[src/rtl/crc_check_ctrl.sv]
// CRC-6 pair checker with bounded retransmission, pass/fail verdict handshake,
// saturating error count and a sticky consecutive-failure alarm.
module crc_check_ctrl #(
    parameter int unsigned MAX_RETRY    = 2,
    parameter int unsigned ALARM_THRESH = 4,
    parameter int unsigned CNT_W        = 8
) (
    input  logic             clk,
    input  logic             rst,
    input  logic             in_valid,
    output logic             in_ready,
    input  logic [7:0]       in_data,
    input  logic [7:0]       in_crc,
    output logic             retry_req,
    output logic             out_valid,
    input  logic             out_ready,
    output logic [7:0]       out_data,
    output logic             out_ok,
    output logic             alarm,
    input  logic             alarm_clr,
    output logic [CNT_W-1:0] err_cnt
);

    localparam int unsigned RW = $clog2(MAX_RETRY + 2);
    localparam int unsigned FW = $clog2(ALARM_THRESH + 1);
    localparam logic [RW-1:0] RETRY_LIMIT = RW'(MAX_RETRY);
    localparam logic [FW-1:0] FAIL_LIMIT  = FW'(ALARM_THRESH);

    typedef enum logic [1:0] {StIdle, StCheck, StRetry, StReport} state_e;

    state_e           state_q, state_d;
    logic             run_q;
    logic [7:0]       data_q, data_d;
    logic [5:0]       crc_q, crc_d;
    logic [RW-1:0]    retry_cnt_q, retry_cnt_d;
    logic [FW-1:0]    consec_q, consec_d, consec_base;
    logic             alarm_q, alarm_d;
    logic [CNT_W-1:0] err_q, err_d;

    logic accept, match, fail_hs, pass_hs;

    // Expected CRC with the fixed seed already folded into the equations.
    function automatic logic [5:0] crc6(input logic [7:0] d);
        logic [5:0] n;
        n[0] = d[5] ^ d[2] ^ d[1] ^ d[0] ^ 1'b1;
        n[1] = d[6] ^ d[5] ^ d[3] ^ d[0];
        n[2] = d[7] ^ d[6] ^ d[5] ^ d[4] ^ d[2] ^ d[0];
        n[3] = d[7] ^ d[6] ^ d[3] ^ d[2] ^ d[0];
        n[4] = d[7] ^ d[4] ^ d[3] ^ d[1] ^ 1'b1;
        n[5] = d[4] ^ d[1] ^ d[0] ^ 1'b1;
        return n;
    endfunction

    assign match   = (crc6(data_q) == crc_q);
    assign accept  = in_valid && in_ready;
    assign fail_hs = (state_q == StReport) && out_ready && !match;
    assign pass_hs = (state_q == StReport) && out_ready && match;

    // State register
    always_ff @(posedge clk or posedge rst) begin
        if (rst) begin
            state_q <= StIdle;
        end else begin
            state_q <= state_d;
        end
    end

    // Next-state logic
    always_comb begin
        state_d = state_q;
        unique case (state_q)
            StIdle:   if (accept) state_d = StCheck;
            StCheck:  state_d = (match || retry_cnt_q == RETRY_LIMIT) ? StReport : StRetry;
            StRetry:  if (accept) state_d = StCheck;
            StReport: if (out_ready) state_d = StIdle;
            default:  state_d = StIdle;
        endcase
    end

    // Outputs; run_q keeps in_ready low while reset is held
    always_comb begin
        in_ready  = run_q && (state_q == StIdle || state_q == StRetry);
        retry_req = (state_q == StRetry);
        out_valid = (state_q == StReport);
        out_data  = out_valid ? data_q : 8'h00;
        out_ok    = out_valid && match;
        alarm     = alarm_q;
        err_cnt   = err_q;
    end

    // Capture and retry counting
    always_comb begin
        data_d      = data_q;
        crc_d       = crc_q;
        retry_cnt_d = retry_cnt_q;
        if (accept) begin
            data_d      = in_data;
            crc_d       = in_crc[5:0];
            retry_cnt_d = (state_q == StRetry) ? retry_cnt_q + RW'(1) : '0;
        end
    end

    // Statistics; a clear in the same cycle as a FAIL handshake is applied first
    always_comb begin
        consec_base = alarm_clr ? '0 : consec_q;
        consec_d    = consec_base;
        alarm_d     = alarm_clr ? 1'b0 : alarm_q;
        err_d       = err_q;
        if (fail_hs) begin
            if (consec_base != FAIL_LIMIT) consec_d = consec_base + FW'(1);
            if (err_q != '1) err_d = err_q + CNT_W'(1);
        end else if (pass_hs) begin
            consec_d = '0;
        end
        if (fail_hs && consec_d == FAIL_LIMIT) alarm_d = 1'b1;
    end

    always_ff @(posedge clk or posedge rst) begin
        if (rst) begin
            run_q       <= 1'b0;
            data_q      <= '0;
            crc_q       <= '0;
            retry_cnt_q <= '0;
            consec_q    <= '0;
            alarm_q     <= 1'b0;
            err_q       <= '0;
        end else begin
            run_q       <= 1'b1;
            data_q      <= data_d;
            crc_q       <= crc_d;
            retry_cnt_q <= retry_cnt_d;
            consec_q    <= consec_d;
            alarm_q     <= alarm_d;
            err_q       <= err_d;
        end
    end

endmodule

[config.mk]
export PLATFORM = sky130hd
export DESIGN_NAME = crc_check_ctrl
export DESIGN_NICKNAME = d
export VERILOG_FILES = /design/src/rtl/crc_check_ctrl.sv
export SDC_FILE = /design/constraint.sdc
export NUM_CORES = 1
export LEC_CHECK = 0
export ABC_AREA = 0
export BUFFER_PORTS_ARGS = -buffer_cell sky130_fd_sc_hd__buf_2
export CORE_MARGIN = 4
export CORE_UTILIZATION = 47
export CTS_CLUSTER_DIAMETER = 40
export DETAILED_ROUTE_END_ITERATION = 7
export GPL_TIMING_DRIVEN = 0
export PLACE_DENSITY_LB_ADDON = 0.05
export RECOVER_POWER = 25
export SYNTH_ARGS = -nofsm -noshare
export SYNTH_HDL_FRONTEND = slang
export SYNTH_SLANG_ARGS = --single-unit
[constraint.sdc]
create_clock -name clk -period 2.13 [get_ports clk]
set_input_delay 0.426 -clock clk [delete_from_list [all_inputs] [get_ports clk]]
set_output_delay 0.426 -clock clk [all_outputs]
set_load 0.05 [all_outputs]
After elaboration in Yosys (flattened, before gate mapping)
Cells that the tools add are included.
Widths: inputs -> output; s select.
- $add $sub $neg: 3
- equal/unequal tests: 10
- mux-type cells: 12
- bitwise gates (word level): 22
- reductions and logical operators: 15
- operator list (kind ; number):
    $xor 1x1->1 ; 19
    $mux 3 ; 4
    $add 8x1->8 const B ; 1
    $mux 8 ; 1
    $ne 8x8->1 const B ; 1
    $logic_and 1x1->1 ; 7
    $eq 2x2->1 const B ; 3
    $eq 6x6->1 ; 1
    $mux 2 ; 3
    $pmux 2 s3 ; 1
    $ne 2x1->1 const B ; 2
    $reduce_and 2->1 ; 2
    $add 3x1->3 const B ; 1
    $eq 3x3->1 const B ; 1
    $mux 1 ; 3
    $ne 3x3->1 const B ; 1
    $not 1->1 ; 3
    $add 2x1->2 const B ; 1
    $eq 2x1->1 const B ; 1
    $logic_not 2->1 ; 1
    $logic_or 1x1->1 ; 2
    $reduce_bool 2->1 ; 1
    $reduce_or 2->1 ; 1
    $logic_not 1->1 ; 1
- register bits: 31
- logic and storage cells: 70

Longest topological paths before layout
- depth after elaboration: 12
- gate-level depth with buffers: 9

Worst setup path before layout
OpenSTA, ideal clock, no wires.
- path type: register to output
- from: register data_q[0]
- to: output port out_ok
- data arrival time: 2.083 ns
- setup slack: -0.379 ns
- cell stages (with the launch flop): 7
- path buffers: 1
- cell sequence: dfrtp_1 xnor3_1 xor2_1 nor3_1 o2111ai_2 buf_6 and2b_1
- longest elaborated chain between the ends: 4
- elaborated cells on any way between the ends: 9
- ends and longest elaborated chain (item ; RTL line ; text):
    start, declared ; 33 ; logic [7:0] data_q, data_d;
    start signal, assigned ; 129 ; data_q <= data_d;
    $xor 1x1->1 (on tied branches) ; 45, 50 ;
    $not 1->1 (no line) ; - ;
    $eq 6x6->1 (*) ; 54 ; assign match = (crc6(data_q) == crc_q);
    $logic_and 1x1->1 (*) ; 86 ; out_ok = out_valid && match;
    end, declared ; 18 ; output logic out_ok,
Every way passes the cells marked *; elsewhere a longest branch is shown, timed or not.

Worst setup path in the final report
- from: register data_q[4]
- to: output port out_ok
- longest elaborated chain between the ends: 6
- elaborated cells on any way between the ends: 12
- ends and longest elaborated chain (item ; RTL line ; text):
    $xor 1x1->1 (3 in series) ; 49 ; n[4] = d[7] ^ d[4] ^ d[3] ^ d[1] ^ 1'b1;
    $not 1->1 (no line) ; - ;
    $eq 6x6->1 (*) ; 54 ;
    $logic_and 1x1->1 (*) ; 86 ;
Marked as above.

==> key figures <==
Routing
  – DR pass1 iterations: 4
  – DRC viols: 0
  – Vias post-DR: 1379
  – Routed Antenna Nets: 0
  – Vias per Instance: 4.96
  – Drt total wl: 3760 um
  – Wire per inst: 13.5 um
  – DR iter-0 viols: 59

Pwr
  – Power Total: 2.85 mW
  – Max IR drop VDD: 0.741 mV
  – Static Leakage: 1.15 nW
  – Pwr Density: 1340 nW/um^2

Floorplanning
  – Initial Util: 49.1%
  – Die H: 67.5 um
  – I/O pin count: 42
  – Core area: 3390 um^2
  – Die X: 67.5 um
  – Die area: 4560 um^2
  – Row count: 21

Layout
  – Area Growth Syn to Fin: 28.3%
  – Post-route cell area: 2130 um^2
  – NumNets Final: 256
  – Filler-free cell count of the finished design: 278
  – FILL cells: 316
  – Antenna cells: 0
  – Layout cells sized above 1: 30.2%

Placement
  – Place WS: -0.528 ns
  – Placed wire-length estimate: 2550 um
  – Placer Congestion: 0.760
  – Cell Area, Placed: 1920 um^2
  – Placed Instances: 264
  – Port Buf Inserts: 39

STA
  – Max-slew violations: 0
  – Maximum clock frequency: 0.367 GHz
  – RSZ-0062 raised after global routing: true
  – Fin Setup TNS: -0.604 ns
  – Clock Skews: 0.00983 ns
  – Final Hold Fails: 0
  – Slew margin rel.: 33.5%
  – Slew @ Worst Pin: 0.998 ns
  – Min cycle time layout: 2.72 ns
  – Final setup viols: 3
  – Final WS setup: -0.594 ns
  – Fin crit share: 128%

Synthesis
  – Synth warn: 0
  – #FFs+latches synth: 31
  – Syn Area/Cell: 9.30 um^2
  – Synth Instances: 179
  – Post-synthesis cell type count: 29
  – Synthesized net count: 204
  – Mapped cell area: 1660 um^2
  – Post-synthesis sequential area ratio: 46.6%

Run status
  – Status: complete, but fails checks
  – Failing checks: negative setup slack

GRT
  – Initial antenna violation count: 0
  – Vias in the first global route: 1406
  – Largest net degree at the start of global routing: 32
  – GRT Total Usage: 19.3%
  – Total grt overflow: 0
  – First-pass GRT wire length: 6400 um

Clock tree
  – H-tree level count: 2
  – Worst-Skew Late Latency: 0.34 ns
  – TritonCTS clock tree: yes
  – Clock tree buffer depth: 2
  – Worst-path clk slew: 0.11 ns
  – Clock sink count: 31
  – CTS Buf Count: 5
  – Hold-fix buffers at CTS: 0
  – Root Driver: clkbuf_4

Setup path
  – Crit start category: flip-flop
  – Required @ worst endpoint: 1.70 ns
  – Maximum fanout along the worst path: 2
  – Worst EP arrival: 2.30 ns
  – Setup crit end kind: primary output
  – CP Class: reg -> out

Flow run
  – MaxCap Viol Count: 0

Min path
  – Hold Path Class: in -> async
## per-layer routing
| layer | up-vias | part of all wire (%) | track usage [%] |
|---|---|---|---|
| met2 | 25 | 55 | 36.5 |
| met1 | 655 | 39 | 19.9 |
| li1 | 692 | - | - |
| met5 | - | 0 | 0 |
| met4 | 0 | 1.6 | 6.84 |
| met3 | 7 | 4.3 | 5.66 |
## cell usage in the layout, fill, tap and decap left out, drive strengths merged
master	Yosys	final
nand2	52	52
buf	1	46
dfrtp	31	31
xnor2	15	15
and3	13	13
clkbuf	5	11
nor2	8	8
o21ai	8	8
inv	5	5
nand2b	4	4
nand4	4	4
ha	4	4
xor2	4	4
nor2b	3	3
xnor3	3	3
a31oi	3	3
a21oi	3	3
and2	2	2
mux2	2	2
nand3	2	2
nor3	1	1
o22ai	1	1
o2111ai	1	1
nand3b	1	1
and2b	1	1
and4	1	1
bufinv	0	1
clkinv	0	1
conb	1	1
## registers in the layout (all words and copies together), names as in the netlist
| signal | cells |
|---|---|
| data_q | 8 |
| crc_q | 6 |
| run_q | 1 |
| state_q | 2 |
| consec_q | 3 |
| retry_cnt_q | 2 |
| err_cnt | 8 |
| alarm | 1 |
## worst paths after layout
| check | depth (start not counted) | to | start | slack [ns] |
|---|---|---|---|---|
| worst max register to register | 8 | err_cnt[7] | data_q[4] | -0.01 |
| worst max-delay path | 7 | out_ok | data_q[4] | -0.59 |
| worst min-delay path | 2 | state_q[1] | rst | 0.10 |
| max in group asynchronous | 3 | data_q[7] | rst | 0.67 |
| min in group clk | 3 | data_q[6] | in_data[6] | 0.26 |
| worst min register to register | 1 | err_cnt[4] | err_cnt[4] | 0.49 |
## where the power goes
group / switching [mW] / total [mW] / leakage, nW / internal, mW
clock: 0.215 / 0.492 / 0.0482 / 0.277
sequential: 0.174 / 0.923 / 0.398 / 0.749
combinational: 0.820 / 1.44 / 0.701 / 0.619
total: 1.21 / 2.85 / 1.15 / 1.65
## kinds of logic (layout without fill, tap and decap cells)
logic type	after synthesis	in the layout	share of synthesized area, %
adders and majority gates	4	4	3.01
other	1	1	0.225
buffers and inverters	11	64	2.93
and+or+nand+nor	92	92	26.1
muxes	2	2	1.35
DFF	31	31	46.6
AOI/OAI and AO/OA	16	16	5.71
xor gates and xnor gates	22	22	14.1
## what timing repair did
item	in CTS	in global routing
setup buffers	6	0
setup endpoints to repair	6	9
resized for setup	10	6
pin swaps	5	1
## cell usage after synthesis
library cell	n	area, um^2
o21ai_0	8	40.0
nor2b_1	3	18.8
mux2_2	2	22.5
and3_4	1	11.3
nand2_2	1	6.26
nand2b_1	4	25.0
nor3_1	1	5.00
clkbuf_1	5	18.8
nand3_1	2	10.0
conb_1	1	3.75
o22ai_1	1	6.26
xnor2_1	15	131
inv_1	5	18.8
and2_1	2	12.5
and4_1	1	8.76
nand4_1	4	25.0
xor2_1	4	35.0
buf_6	1	11.3
xnor3_1	3	67.6
nand3b_1	1	7.51
dfrtp_1	31	776
o2111ai_2	1	15.0
and2b_1	1	7.51
nand2_1	51	191
a21oi_1	3	15.0
and3_1	12	75.1
nor2_1	8	30.0
ha_1	4	50.1
a31oi_1	3	18.8
## final cells by class
class                           count  area (um^2)  area share [%]
Inverter                            5         18.8           0.879
Timing Repair Buffer               46          254            11.9
Multi-Input combinational cell    137          912            42.7
Clock buffer                        6         51.3            2.40
Clock inverter                      2         35.0            1.64
Tap cell                           46         57.6            2.70
Sequential cell                    31          779            36.5
Buffer                              5         26.3            1.23
## critical path, stage by stage, from the launching register on
cell       delay (ns)
dfrtp_2          0.44
xnor3_2          0.42
xor2_4           0.22
and3_4           0.22
o2111ai_4        0.12
buf_6            0.15
and2b_4          0.24
buf_8            0.14
## per-stage QoR
step                util, %  hold slack [ns]
floorplan                 -            0.447
CTS                    61.6            0.255
finish                 63.0            0.104
global route           63.0            0.119
detailed placement     56.6            0.469
global placement       56.6            0.466
(Power assumes the default switching activity.)
